File: config.mk
export PLATFORM = sky130hd
export DESIGN_NAME = prescaler_bank
export DESIGN_NICKNAME = d
export VERILOG_FILES = /design/src/rtl/prescaler_pkg.sv /design/src/rtl/prescaler_chan.sv /design/src/rtl/prescaler_bank.sv
export SDC_FILE = /design/constraint.sdc
export NUM_CORES = 1
export LEC_CHECK = 0
export CORE_MARGIN = 2
export CORE_UTILIZATION = 67
export DETAILED_ROUTE_END_ITERATION = 16
export PLACE_DENSITY = 0.85
export REMOVE_ABC_BUFFERS = 1
export SYNTH_ARGS = -nofsm -noshare
export SYNTH_HDL_FRONTEND = slang
export SYNTH_SLANG_ARGS = --single-unit
File: constraint.sdc
create_clock -name clk -period 6.6 [get_ports clk]
set_clock_uncertainty 0.2 [all_clocks]
set_input_delay 0.66 -clock clk [delete_from_list [all_inputs] [get_ports clk]]
set_output_delay 0.66 -clock clk [all_outputs]
set_load 0.01 [all_outputs]
File: src/rtl/prescaler_pkg.sv
// rtl/prescaler_pkg.sv - shared types and sizing helpers for the prescaler bank
package prescaler_pkg;

    typedef enum logic [1:0] {
        WAIT_LOCK = 2'd0,
        SETTLE    = 2'd1,
        RUN       = 2'd2
    } state_t;

    // A single-channel bank still needs a one-bit select port.
    function automatic int chan_width(input int channels);
        return (channels > 1) ? $clog2(channels) : 1;
    endfunction

    function automatic int lock_cnt_width(input int lock_wait);
        return $clog2(lock_wait + 1);
    endfunction

endpackage

File: src/rtl/prescaler_chan.sv
// rtl/prescaler_chan.sv - one divider channel with shadowed, wrap-aligned divisor updates
module prescaler_chan
    import prescaler_pkg::*;
#(
    parameter int               WIDTH       = 25,
    parameter logic [WIDTH-1:0] DEFAULT_DIV = '1
) (
    input  logic             clk,
    input  logic             rst,
    input  logic             run,
    input  logic             wr,
    input  logic [WIDTH-1:0] wr_div,
    input  logic             wr_en,
    output logic             tick,
    output logic             square,
    output logic             pending
);

    logic [WIDTH-1:0] cnt;
    logic [WIDTH-1:0] div;
    logic [WIDTH-1:0] shadow;
    logic             en;

    always_ff @(posedge clk) begin
        if (rst) begin
            cnt     <= '0;
            div     <= DEFAULT_DIV;
            shadow  <= DEFAULT_DIV;
            en      <= 1'b1;
            pending <= 1'b0;
            tick    <= 1'b0;
            square  <= 1'b0;
        end else begin
            if (!run) begin
                cnt    <= '0;
                tick   <= 1'b0;
                square <= 1'b0;
            end else if (en) begin
                if (cnt == div) begin
                    cnt    <= '0;
                    tick   <= 1'b1;
                    square <= !square;
                    if (pending) begin
                        div     <= shadow;
                        pending <= 1'b0;
                    end
                end else begin
                    cnt  <= cnt + 1'b1;
                    tick <= 1'b0;
                end
            end else begin
                tick <= 1'b0;
            end

            // A write arriving on the wrap cycle lands after the wrap above,
            // so a live channel's new divisor waits for the following wrap.
            if (wr) begin
                if (!wr_en) begin
                    en      <= 1'b0;
                    div     <= wr_div;
                    cnt     <= '0;
                    square  <= 1'b0;
                    pending <= 1'b0;
                    tick    <= 1'b0;
                end else if (!en || !run) begin
                    en   <= 1'b1;
                    div  <= wr_div;
                    cnt  <= '0;
                    tick <= 1'b0;
                end else begin
                    shadow  <= wr_div;
                    pending <= 1'b1;
                end
            end
        end
    end

endmodule

File: src/rtl/prescaler_bank.sv
// rtl/prescaler_bank.sv - PLL-lock gated bank of programmable clock-enable dividers
module prescaler_bank
    import prescaler_pkg::*;
#(
    parameter int                CHANNELS    = 4,
    parameter int                WIDTH       = 25,
    parameter logic [WIDTH-1:0]  DEFAULT_DIV = WIDTH'(2**24 - 1),
    parameter int                LOCK_WAIT   = 1024
) (
    input  logic                                clk,
    input  logic                                rst,
    input  logic                                pll_lock,
    input  logic                                cfg_valid,
    output logic                                cfg_ready,
    input  logic [chan_width(CHANNELS)-1:0]     cfg_chan,
    input  logic [WIDTH-1:0]                    cfg_div,
    input  logic                                cfg_en,
    output logic [CHANNELS-1:0]                 tick,
    output logic [CHANNELS-1:0]                 square,
    output logic                                running
);

    localparam int CW   = chan_width(CHANNELS);
    localparam int LW   = lock_cnt_width(LOCK_WAIT);
    localparam int NPAD = 1 << CW;

    state_t              state;
    logic [LW-1:0]       lock_cnt;
    logic                run_now;
    logic                accept;
    logic [CHANNELS-1:0] pending;
    logic [CHANNELS-1:0] chan_wr;
    logic [NPAD-1:0]     pend_ext;

    // Gating with pll_lock lets the channels clear on the same edge that leaves RUN.
    assign run_now = (state == RUN) && pll_lock;

    // Unpopulated select codes read as not-pending, so writes to them are accepted and dropped.
    always_comb begin
        pend_ext                 = '0;
        pend_ext[CHANNELS-1:0]   = pending;
    end

    assign cfg_ready = !rst && !pend_ext[cfg_chan];
    assign accept    = cfg_valid && cfg_ready;

    always_comb begin
        chan_wr = '0;
        for (int i = 0; i < CHANNELS; i++) begin
            chan_wr[i] = accept && (cfg_chan == CW'(i));
        end
    end

    always_ff @(posedge clk) begin
        if (rst) begin
            state    <= WAIT_LOCK;
            lock_cnt <= '0;
            running  <= 1'b0;
        end else begin
            case (state)
                WAIT_LOCK: begin
                    lock_cnt <= '0;
                    running  <= 1'b0;
                    if (pll_lock) state <= SETTLE;
                end
                SETTLE: begin
                    if (!pll_lock) begin
                        state    <= WAIT_LOCK;
                        lock_cnt <= '0;
                    end else if (lock_cnt == LW'(LOCK_WAIT - 1)) begin
                        state    <= RUN;
                        running  <= 1'b1;
                        lock_cnt <= '0;
                    end else begin
                        lock_cnt <= lock_cnt + 1'b1;
                    end
                end
                RUN: begin
                    if (!pll_lock) begin
                        state   <= WAIT_LOCK;
                        running <= 1'b0;
                    end
                end
                default: begin
                    state   <= WAIT_LOCK;
                    running <= 1'b0;
                end
            endcase
        end
    end

    for (genvar i = 0; i < CHANNELS; i++) begin : g_chan
        prescaler_chan #(
            .WIDTH       (WIDTH),
            .DEFAULT_DIV (DEFAULT_DIV)
        ) u_chan (
            .clk     (clk),
            .rst     (rst),
            .run     (run_now),
            .wr      (chan_wr[i]),
            .wr_div  (cfg_div),
            .wr_en   (cfg_en),
            .tick    (tick[i]),
            .square  (square[i]),
            .pending (pending[i])
        );
    end

endmodule

==> impl_metrics.py <==
metrics = {
    "worst_setup_path": {
        "worst-endpoint-arrival_ps": 4090,
        "cpLargestDelayFamily": "simple AND/OR/NAND/NOR gates",
        "cp_cell_sequence": "clkdlybuf4s50_1 > and3b_1 > buf_4 > nand3_1 > or4b_1 > or2_1 > a211oi_1",
        "r2r-start": "state[1]",
        "setup_slack_of_the_most_critical_reg_to_reg_path_ps": 2890,
        "timing.critical_path.slowest_cell_delay_ps": 970,
        "required_ps": 6820,
        "depth_of_the_worst_register_to_register_path": 6,
        "critical-path-slowest-cell": "sky130_fd_sc_hd__or4b_1",
        "worstSetupEndpointType": "flop",
        "path_class": "in -> reg",
        "cp_num_buf_inv": 2,
        "crit_path_start_kind": "primary input",
        "worst-path-max-fanout": 27,
        "worstReg2RegEnd": "g_chan[2].u_chan.div[0]",
    },
    "pwr": {
        "p_int_mw": 3.29,
        "vdd_ir_drop_max_mv": 0.259,
        "power_switching_mw": 0.958,
        "power.density_mw_per_mm2": 242,
        "combinationalPowerShare_pct": 4.0,
        "seqPwrFrac_pct": 48.0,
        "sw_frac_of_total_pct": 22.6,
        "lkg_pwr_nw": 5.85,
        "clkPwrFrac_pct": 48.0,
    },
    "finish": {
        "nNetsFinal": 1962,
        "antennaDiodeCount": 0,
        "mostFrequentLayoutCell": "sky130_fd_sc_hd__dfxtp_1",
        "area_growth_pct": 9.23,
        "layout.cells.most_common_list": "sky130_fd_sc_hd__dfxtp_1, sky130_fd_sc_hd__nand2_1, sky130_fd_sc_hd__nor2_1",
        "layout-drive-gt1-share_pct": 7.18,
        "fill_cell_instance_count_of_the_final_layout": 1808,
    },
    "synth": {
        "synth_edf_count": 0,
        "synth.top_cell.area_share_pct": 41.0,
        "synthArstFlopShare_pct": 0,
        "synth.area.top_cells": "sky130_fd_sc_hd__dfxtp_1, sky130_fd_sc_hd__nor3_1, sky130_fd_sc_hd__xor2_1",
        "synth.cell_area_mm2": 0.0161,
        "yosys_register_bits": 330,
        "postSynthCellCount": 1999,
        "yosys_warnings": 0,
        "synth.largest_area_cell": "sky130_fd_sc_hd__dfxtp_1",
        "synth.yosys.seq_area_share_pct": 41.0,
        "synth_cell_type_count": 64,
        "synth_ff_type": "sky130_fd_sc_hd__dfxtp_1",
        "synthesis.area_per_instance_um2": 8.05,
    },
    "drt": {
        "via_density_per_instance": 6.35,
        "post_route_drc": 0,
        "wirelength_um": 42700,
        "antenna_left": 0,
        "number_of_iterations_in_the_first_detailed_routing_pass": 5,
        "wl_per_cell_um": 18.8,
        "drt_iter0_markers": 1705,
        "dr_total_vias": 14406,
    },
    "cts": {
        "cts_htree_levels": 2,
        "clock_tree.root_cell": "sky130_fd_sc_hd__clkbuf_16",
        "tritoncts.num_buffers": 36,
        "cts_setup_buffers": 0,
        "clk_pin_slew_ps": 60,
        "postCtsHoldBufs": 0,
        "post_cts_resized": 0,
        "tritoncts": "done",
        "latest_clock_arrival_within_the_worst_skew_pair_ps": 520,
        "cts-root-to-sink-buffers": 3,
        "clock-sinks": 330,
    },
    "worst_hold_path": {
        "hold_path_end": "lock_cnt[10]",
        "timing.hold.worst_path_depth": 1,
        "timing.hold.worst.start": "lock_cnt[10]",
        "hold_crit_class": "reg -> reg",
    },
    "timing": {
        "setup_viol_count_final": 0,
        "slew_margin_rel_pct": 19.6,
        "achievable-frequency_ghz": 0.258,
        "hold-worst-slack_ps": 256,
        "final_period_minus_worst_setup_slack_ps": 3870,
        "fin_crit_sh_pct": 58.7,
        "report.final.slew_viol_count": 0,
        "worst_slew_pin_slew_ps": 1210,
        "grt_setup_unrepaired": "no",
        "postLayoutSetupSlackWorst_ps": 2730,
        "setup_total_negative_slack_ps": 0,
        "final_hold_viol_count": 0,
    },
    "placed_design": {
        "pre_cts_slack_ps": 2350,
        "port-buffer-count": 41,
        "hpwl_reported_at_the_end_of_detailed_placement_um": 26600,
        "gpl.final_weighted_congestion": 0.881,
    },
    "die": {
        "die_ht_um": 159,
        "die_w_um": 159,
        "initial_utilization_pct": 68.4,
        "core_area_mm2": 0.0235,
        "pin_count": 42,
        "floorplan.rows": 56,
        "dieArea_mm2": 0.0253,
    },
    "grt": {
        "vias_in_the_first_global_route": 13633,
        "gr-total-overflow": 0,
        "grt_antenna_before_repair": 0,
        "grt_start_max_net_pins": 123,
        "globalRouteTotalUtil_pct": 33.1,
        "first_pass_grt_wire_length_um": 69300,
    },
    "flow_run": {
        "max-cap-violations": 0,
    },
    "outcome": {
        "status": "finished, final reports clean",
    },
}
==> how the worst max path moves through the flow <==
| stage | from | end | slack [ps] | depth (start not counted) |
|---|---|---|---|---|
| after floorplan | cfg_chan[1] | g_chan[1].u_chan.div[24] | 2050 | 4 |
| after global placement | pll_lock | g_chan[2].u_chan.div[2] | 2420 | 7 |
| after detailed placement | pll_lock | g_chan[2].u_chan.div[0] | 2350 | 7 |
| after CTS | pll_lock | g_chan[2].u_chan.div[0] | 2760 | 7 |
| after global routing | pll_lock | g_chan[2].u_chan.div[0] | 2560 | 7 |
| final | pll_lock | g_chan[2].u_chan.div[0] | 2730 | 7 |
==> stage by stage <==
step                power [mW]  area (um2)  util [%]  instances
floorplan                 2.14       15300         -       1825
global placement          2.24       16400      69.6       2206
detailed placement        2.25       16400      69.6       2206
CTS                       4.24       17600      74.7       2270
global route              4.35       17600      74.7       2270
finish                    4.25       17600      74.7       2270
==> state kept, by name, summed over array words and instances, names as in the netlist <==
name                   flops
g_chan.u_chan.shadow     100
g_chan.u_chan.cnt        100
g_chan.u_chan.div        100
g_chan.u_chan.tick         4
g_chan.u_chan.square       4
lock_cnt                  11
state                      2
g_chan.u_chan.en           4
g_chan.u_chan.pending      4
running                    1
==> power groups by stage <==
stage / clock, mW / combinational (mW) / sequential (mW)
floorplan: 0 / 0.0692 / 2.07
global placement: 0 / 0.161 / 2.08
detailed placement: 0 / 0.165 / 2.08
CTS: 2.04 / 0.166 / 2.04
global route: 2.13 / 0.180 / 2.04
finish: 2.04 / 0.171 / 2.04
==> metal layers <==
layer,part of all wire (%),GRT usage (%),vias up
li1,-,-,6813
met1,41,44.5,6799
met2,46,52.7,663
met3,8.8,5.55,131
met4,4.3,14.4,0
met5,0,0,-
==> worst reg2reg max path, cell delays in order (launching register included) <==
cell and delay (ps):
sky130_fd_sc_hd__dfxtp_1 640, sky130_fd_sc_hd__and3b_1 250, sky130_fd_sc_hd__buf_4 230, sky130_fd_sc_hd__nand3_1 110, sky130_fd_sc_hd__or4b_1 970, sky130_fd_sc_hd__or2_1 820
sky130_fd_sc_hd__a211oi_1 400
==> layout make-up <==
class / count / area, um2 / share of cell area, %
inverters: 22 / 82.6 / 0.470
clock inverters: 12 / 150 / 0.854
multi-input cells: 1473 / 8730 / 49.7
clock buffers: 52 / 1040 / 5.93
flip-flops and latches: 330 / 6610 / 37.6
well taps: 319 / 399 / 2.27
repair buffers: 62 / 569 / 3.24
==> cells by family after synthesis <==
family	count (synthesis)	synth area share, %
AOI/OAI and AO/OA	189	10.1
xor gates and xnor gates	199	10.8
adders and majority gates	5	0.389
buffers and inverters	196	5.25
DFF	330	41.0
muxes	5	0.412
and+or+nand+nor	1075	32.0
==> synthesized netlist by cell type (all sizes together) (7+ instances only) <==
cell / count
a2111oi: 26
a211oi: 103
a21oi: 17
and3: 17
and4: 18
buf: 31
clkbuf: 143
dfxtp: 330
inv: 22
nand2: 262
nand3: 144
nand4: 38
nor2: 231
nor2b: 7
nor3: 210
nor3b: 7
nor4: 29
o21ai: 13
or3: 80
xnor2: 82
xor2: 117
Note: power is estimated with default switching activity, not from simulation.
